[config.mk]
export PLATFORM = sky130hd
export DESIGN_NAME = uart_rx
export DESIGN_NICKNAME = d
export VERILOG_FILES = /design/src/rtl/uart_rx.sv
export SDC_FILE = /design/constraint.sdc
export NUM_CORES = 1
export LEC_CHECK = 0
export ABC_AREA = 1
export CORE_MARGIN = 3
export CORE_UTILIZATION = 25
export CTS_BUF_LIST = sky130_fd_sc_hd__clkbuf_4
export CTS_CLUSTER_DIAMETER = 50
export DETAILED_ROUTE_END_ITERATION = 8
export PLACE_DENSITY = 0.47
export SYNTH_ARGS = -nofsm -noshare
export SYNTH_HDL_FRONTEND = slang
export SYNTH_SLANG_ARGS = --single-unit
[constraint.sdc]
create_clock -name i_Clock -period 2.1 [get_ports i_Clock]
set_input_delay 0.63 -clock i_Clock [delete_from_list [all_inputs] [get_ports i_Clock]]
set_output_delay 0.63 -clock i_Clock [all_outputs]
set_load 0.02 [all_outputs]
[src/rtl/uart_rx.sv]
// -----------------------------------------------------------------------------
// uart_rx
// Serial UART receiver for an asynchronous 8N1 line, with an optional parity
// bit. The line is synchronised, start bits are qualified at mid-bit and every
// later bit is sampled one bit period after the previous sample. Each good byte
// is presented with a one-cycle valid strobe. Framing and parity errors are
// flagged with one-cycle pulses.
//
// Parameters:
//   CLKS_PER_BIT  system clocks per bit period (>= 4)
//   PARITY_EN     1 = a parity bit follows data bit 7
//   PARITY_ODD    parity sense when PARITY_EN = 1 (0 = even, 1 = odd)
//
// Ports:
//   i_Clock          system clock, rising edge
//   i_Reset          asynchronous active-high reset
//   i_Rx_Serial      raw serial line, idle high, asynchronous to i_Clock
//   o_Rx_DV          one-cycle strobe, o_Rx_Byte valid in the same cycle
//   o_Rx_Byte        last good byte (LSB received first), held until the next
//   o_Rx_Active      high while a qualified frame is being handled
//   o_Rx_Frame_Err   one-cycle pulse when the stop bit is sampled low
//   o_Rx_Parity_Err  one-cycle pulse when the parity check fails
// -----------------------------------------------------------------------------
module uart_rx #(
  parameter int unsigned CLKS_PER_BIT = 87,
  parameter int unsigned PARITY_EN    = 0,
  parameter int unsigned PARITY_ODD   = 0
) (
  input  logic       i_Clock,
  input  logic       i_Reset,
  input  logic       i_Rx_Serial,
  output logic       o_Rx_DV,
  output logic [7:0] o_Rx_Byte,
  output logic       o_Rx_Active,
  output logic       o_Rx_Frame_Err,
  output logic       o_Rx_Parity_Err
);

  localparam int unsigned    CntW    = (CLKS_PER_BIT > 1) ? $clog2(CLKS_PER_BIT) : 1;
  localparam logic [CntW-1:0] CntLast = CntW'(CLKS_PER_BIT - 1);
  localparam logic [CntW-1:0] CntMid  = CntW'((CLKS_PER_BIT - 1) / 2);
  localparam bit              ParEn   = (PARITY_EN != 0);
  localparam logic            ParOdd  = (PARITY_ODD != 0);

  typedef enum logic [2:0] {
    StIdle,
    StStart,
    StData,
    StParity,
    StStop,
    StBreak,
    StCleanup
  } state_t;

  state_t            r_state;
  logic              r_rx_meta;
  logic              r_rx_s;
  logic [CntW-1:0]   r_clk_cnt;
  logic [2:0]        r_bit_idx;
  logic [7:0]        r_shreg;
  logic              r_par_bad;
  logic              r_rx_dv;
  logic [7:0]        r_rx_byte;
  logic              r_rx_active;
  logic              r_frame_err;
  logic              r_parity_err;

  logic              w_par_bad;

  // Total ones over data plus parity bit must match the configured sense.
  assign w_par_bad = ((^r_shreg) ^ r_rx_s) != ParOdd;

  always_ff @(posedge i_Clock or posedge i_Reset) begin
    if (i_Reset) begin
      r_rx_meta    <= 1'b1;
      r_rx_s       <= 1'b1;
      r_state      <= StIdle;
      r_clk_cnt    <= '0;
      r_bit_idx    <= '0;
      r_shreg      <= '0;
      r_par_bad    <= 1'b0;
      r_rx_dv      <= 1'b0;
      r_rx_byte    <= '0;
      r_rx_active  <= 1'b0;
      r_frame_err  <= 1'b0;
      r_parity_err <= 1'b0;
    end else begin
      r_rx_meta <= i_Rx_Serial;
      r_rx_s    <= r_rx_meta;

      // Strobes default low so each one lasts exactly one cycle.
      r_rx_dv      <= 1'b0;
      r_frame_err  <= 1'b0;
      r_parity_err <= 1'b0;

      case (r_state)
        StIdle: begin
          r_rx_active <= 1'b0;
          r_clk_cnt   <= '0;
          if (!r_rx_s) begin
            r_state <= StStart;
          end
        end

        StStart: begin
          if (r_clk_cnt == CntMid) begin
            r_clk_cnt <= '0;
            if (!r_rx_s) begin
              r_state     <= StData;
              r_bit_idx   <= '0;
              r_par_bad   <= 1'b0;
              r_rx_active <= 1'b1;
            end else begin
              // Line went back high before mid start bit: a glitch.
              r_state <= StIdle;
            end
          end else begin
            r_clk_cnt <= r_clk_cnt + 1'b1;
          end
        end

        StData: begin
          if (r_clk_cnt == CntLast) begin
            r_clk_cnt          <= '0;
            r_shreg[r_bit_idx] <= r_rx_s;
            if (r_bit_idx == 3'd7) begin
              r_bit_idx <= '0;
              r_state   <= ParEn ? StParity : StStop;
            end else begin
              r_bit_idx <= r_bit_idx + 1'b1;
            end
          end else begin
            r_clk_cnt <= r_clk_cnt + 1'b1;
          end
        end

        StParity: begin
          if (r_clk_cnt == CntLast) begin
            r_clk_cnt <= '0;
            r_par_bad <= w_par_bad;
            r_state   <= StStop;
          end else begin
            r_clk_cnt <= r_clk_cnt + 1'b1;
          end
        end

        StStop: begin
          if (r_clk_cnt == CntLast) begin
            r_clk_cnt <= '0;
            if (!r_rx_s) begin
              // Framing error wins over parity; wait out a held-low line.
              r_frame_err <= 1'b1;
              r_state     <= StBreak;
            end else begin
              if (r_par_bad) begin
                r_parity_err <= 1'b1;
              end else begin
                r_rx_dv   <= 1'b1;
                r_rx_byte <= r_shreg;
              end
              r_rx_active <= 1'b0;
              r_state     <= StCleanup;
            end
          end else begin
            r_clk_cnt <= r_clk_cnt + 1'b1;
          end
        end

        StBreak: begin
          if (r_rx_s) begin
            r_rx_active <= 1'b0;
            r_state     <= StCleanup;
          end
        end

        StCleanup: begin
          r_rx_active <= 1'b0;
          r_state     <= StIdle;
        end

        default: begin
          r_rx_active <= 1'b0;
          r_state     <= StIdle;
        end
      endcase
    end
  end

  assign o_Rx_DV         = r_rx_dv;
  assign o_Rx_Byte       = r_rx_byte;
  assign o_Rx_Active     = r_rx_active;
  assign o_Rx_Frame_Err  = r_frame_err;
  assign o_Rx_Parity_Err = r_parity_err;

endmodule

==> results.md <==
- Outcome: finished clean
- Number of iterations in the first detailed-routing pass: 4
- Summed negative setup slack over all endpoints: 0 ns
- Count of max-cap constraint violations: 0
- Remaining routing DRC violations: 0
- Core outline area: 7848 µm²
- Fill cell total of the finished layout: 879
- # rows: 32
- CTS tree: built
- Largest fanout on the critical path: 2
- Type of the worst setup path: reg -> out
- Cell taking the most area after synthesis: dfrtp_1
- EDFF count, synth: 0
- Worst setup skew after layout: 0.01571 ns
- Die Ht: 96.60 µm
- Count of vias placed by the detailed router: 1,586
- Crit-path cells: clkdlybuf4s50_1
- Syn Std Cell Area: 2052 µm²
- Count of unique library cells instantiated by Yosys: 29
- Overall fraction of global-route tracks in use: 9.816%
- Antenna violations before repair: 0
- Antenna Violating Nets Remaining: 0
- Avg Cell Area, Syn: 8.016 µm²
- Hold Worst Slack: 0.3809 ns
- Layout area overhead: 16.77%
- Sequential-to-total area share from yosys stat: 44.02%
- Top cells by count, synth: 72 x nand2_1, 34 x dfrtp_1, 31 x inv_1
- Final cycle utilization of the critical path: 93.51%
- Via/cell ratio: 4.196
- Overall power: 0.002151 W
- FMAX: 0.5092 GHz
- Count of endpoints failing setup in the final report: 0
- Yosys reg bits: 36
- Latest clock arrival within the worst-skew pair: 0.35 ns
- Pin count of the biggest net entering global routing: 37
- Static power due to leakage: 1.145 nW
- Number of cells in the finished layout apart from fillers: 378
- Main synth FF type: dfrtp_1
- Worst path slowest cell: clkdlybuf4s50_1
- Placed Instances: 370
- Number of port buffers: 14
- Post-CTS Resized: 0
- Worst voltage drop across the vdd grid: 0.2678 mV
- Half-perimeter wire length of the detailed placement result: 2945 µm
- Power density over the cells: 897.6 nW/µm²
- Global placer's final weighted congestion: 0.7878
- Share of synthesized flip-flops with an asynchronous set or reset: 100.0%
- Antenna cell count: 0
- Required time at the endpoint of the critical path: 1.47 ns
- Transition time of the tightest slew-check pin: 0.4148 ns
- Maximum clock insertion buffer count: 2
- Critical Path Max Stage Delay: 0.61 ns
- Post-CTS setup buffer count: 0
- Category of cells accounting for the largest share of critical-path delay: buffers and inverters
- Clock tree sinks: 36
- Area after detailed placement: 2316 µm²
- Startpoint class of the critical path: flop
- Clock-pin slew on the worst setup and hold paths: 0.12 ns
- Starting Density: 26.15%
- Global-route wire length before repair: 7162 µm
- Non-Filler Cell Area, Final: 2396 µm²
- Crit end category: output port
- Die Width: 96.60 µm
- Number of cells produced by synthesis: 256
- Layout cell share with drive strength beyond 1: 15.94%
- # H-tree levels: 2
- Post-synth top area share: 41.46%
- Count of buffering cells on the critical path with inverters included: 1
- Yosys warning count: 0
- Total nets after synthesis: 266
- Hold crit path type: reg -> reg
- Final min period: 1.964 ns
- Max-slew headroom at the worst pin: 72.35%
- RSZ-0062 raised after global routing: false
- Total routed wirelength: 4025 µm
- Top cells by area, synth: dfrtp_1 41%, nand2_1 13%, inv_1 5.7%
- IO Pins: 15
- Nets: 285
- Arrival time worst endpoint: 1.33 ns
- Starting DRT DRC Count: 55
- CTS Root Cell: clkbuf_4
- Routed wire per std cell: 10.65 µm
- Vias in the first global route: 1,563
- DIE AREA: 9331 µm²
- Cts-stage hold buffer count: 0
- Number of CTS-inserted buffers: 5
- Max Transition Viols Final: 0
- Count leader, synth: nand2_1
- Endpoints failing hold: 0
- Total congestion overflow: 0
==> metal layers <==
layer	up-vias	global-route usage, %	part of all wire, %
met1	713	13.46	52
met5	-	0	0
met2	21	15.06	42
met4	0	4.556	2.3
li1	846	-	-
met3	6	1.627	3.5
==> cells by family (layout without fill, tap and decap cells) <==
group / Yosys count / in the layout / share of synthesized area (%)
compound gates: 31 / 31 / 8.841
xor+xnor: 2 / 2 / 0.8538
fa+ha+maj: 7 / 7 / 4.268
buf+inv: 41 / 61 / 8.170
flops: 36 / 36 / 44.02
simple gates: 139 / 139 / 33.84
==> where the power goes <==
part | leakage [nW] | internal [W] | switching (W)
Sequential | 0.489 | 0.000760 | 0.000122
Combinational | 0.610 | 0.000271 | 0.000489
Clock | 0.0456 | 0.000263 | 0.000246
Total | 1.15 | 0.00129 | 0.000857
==> final cells by class <==
type	instances	area, µm²	area share, %
timing repair buffer	15	160.2	6.684
clock inverter	2	35.03	1.462
multi-input combinational	179	980.9	40.94
tap	102	127.6	5.326
clock buffer	6	45.04	1.880
inverter	38	143.9	6.005
sequential	36	903.4	37.70
==> placed cells by master (no fill, tap or decap), drive strengths merged <==
cell | Yosys | layout
xnor2 | 1 | 1
inv | 37 | 37
xor2 | 1 | 1
o21ai | 24 | 24
nor2 | 25 | 25
nor3 | 6 | 6
clkdlybuf4s50 | 0 | 14
buf | 3 | 1
a21oi | 7 | 7
clkinv | 1 | 2
dfstp | 2 | 2
nand3b | 3 | 3
nand3 | 25 | 25
bufinv | 0 | 1
nand4 | 2 | 2
dfrtp | 34 | 34
nand2 | 78 | 78
ha | 7 | 7
clkbuf | 0 | 6
==> sequential cells by signal, summed over array words and instances, names as in the netlist <==
signal           count
r_state              3
o_Rx_Active          1
r_clk_cnt            7
o_Rx_Parity_Err      1
o_Rx_Byte            8
o_Rx_DV              1
r_par_bad            1
r_bit_idx            3
o_Rx_Frame_Err       1
r_shreg              8
r_rx_s               1
r_rx_meta            1
==> metrics by stage <==
stage	setup slack (ns)	util, %
floorplan	0.6519	-
global placement	0.4571	29.51
detailed placement	0.4629	29.51
CTS	0.1064	30.53
global route	0.05138	30.53
finish	0.1362	30.53
==> final timing paths <==
check / from / to / slack [ns] / depth (start not counted)
worst min register to register: r_rx_meta$_DFF_PP1_ / r_rx_s$_DFF_PP1_ / 0.38 / 0
worst max register to register: r_state[2]$_DFFE_PP0P_ / o_Rx_Active$_DFFE_PP0P_ / 0.46 / 8
worst min-delay path: r_rx_meta$_DFF_PP1_ / r_rx_s$_DFF_PP1_ / 0.38 / 0
min in group asynchronous: i_Reset / o_Rx_Byte[7]$_DFFE_PP0P_ / 0.61 / 3
max in group asynchronous: i_Reset / r_rx_meta$_DFF_PP1_ / 1.22 / 3
worst max-delay path: o_Rx_Byte[5]$_DFFE_PP0P_ / o_Rx_Byte[5] / 0.14 / 1
(Power assumes the default switching activity.)
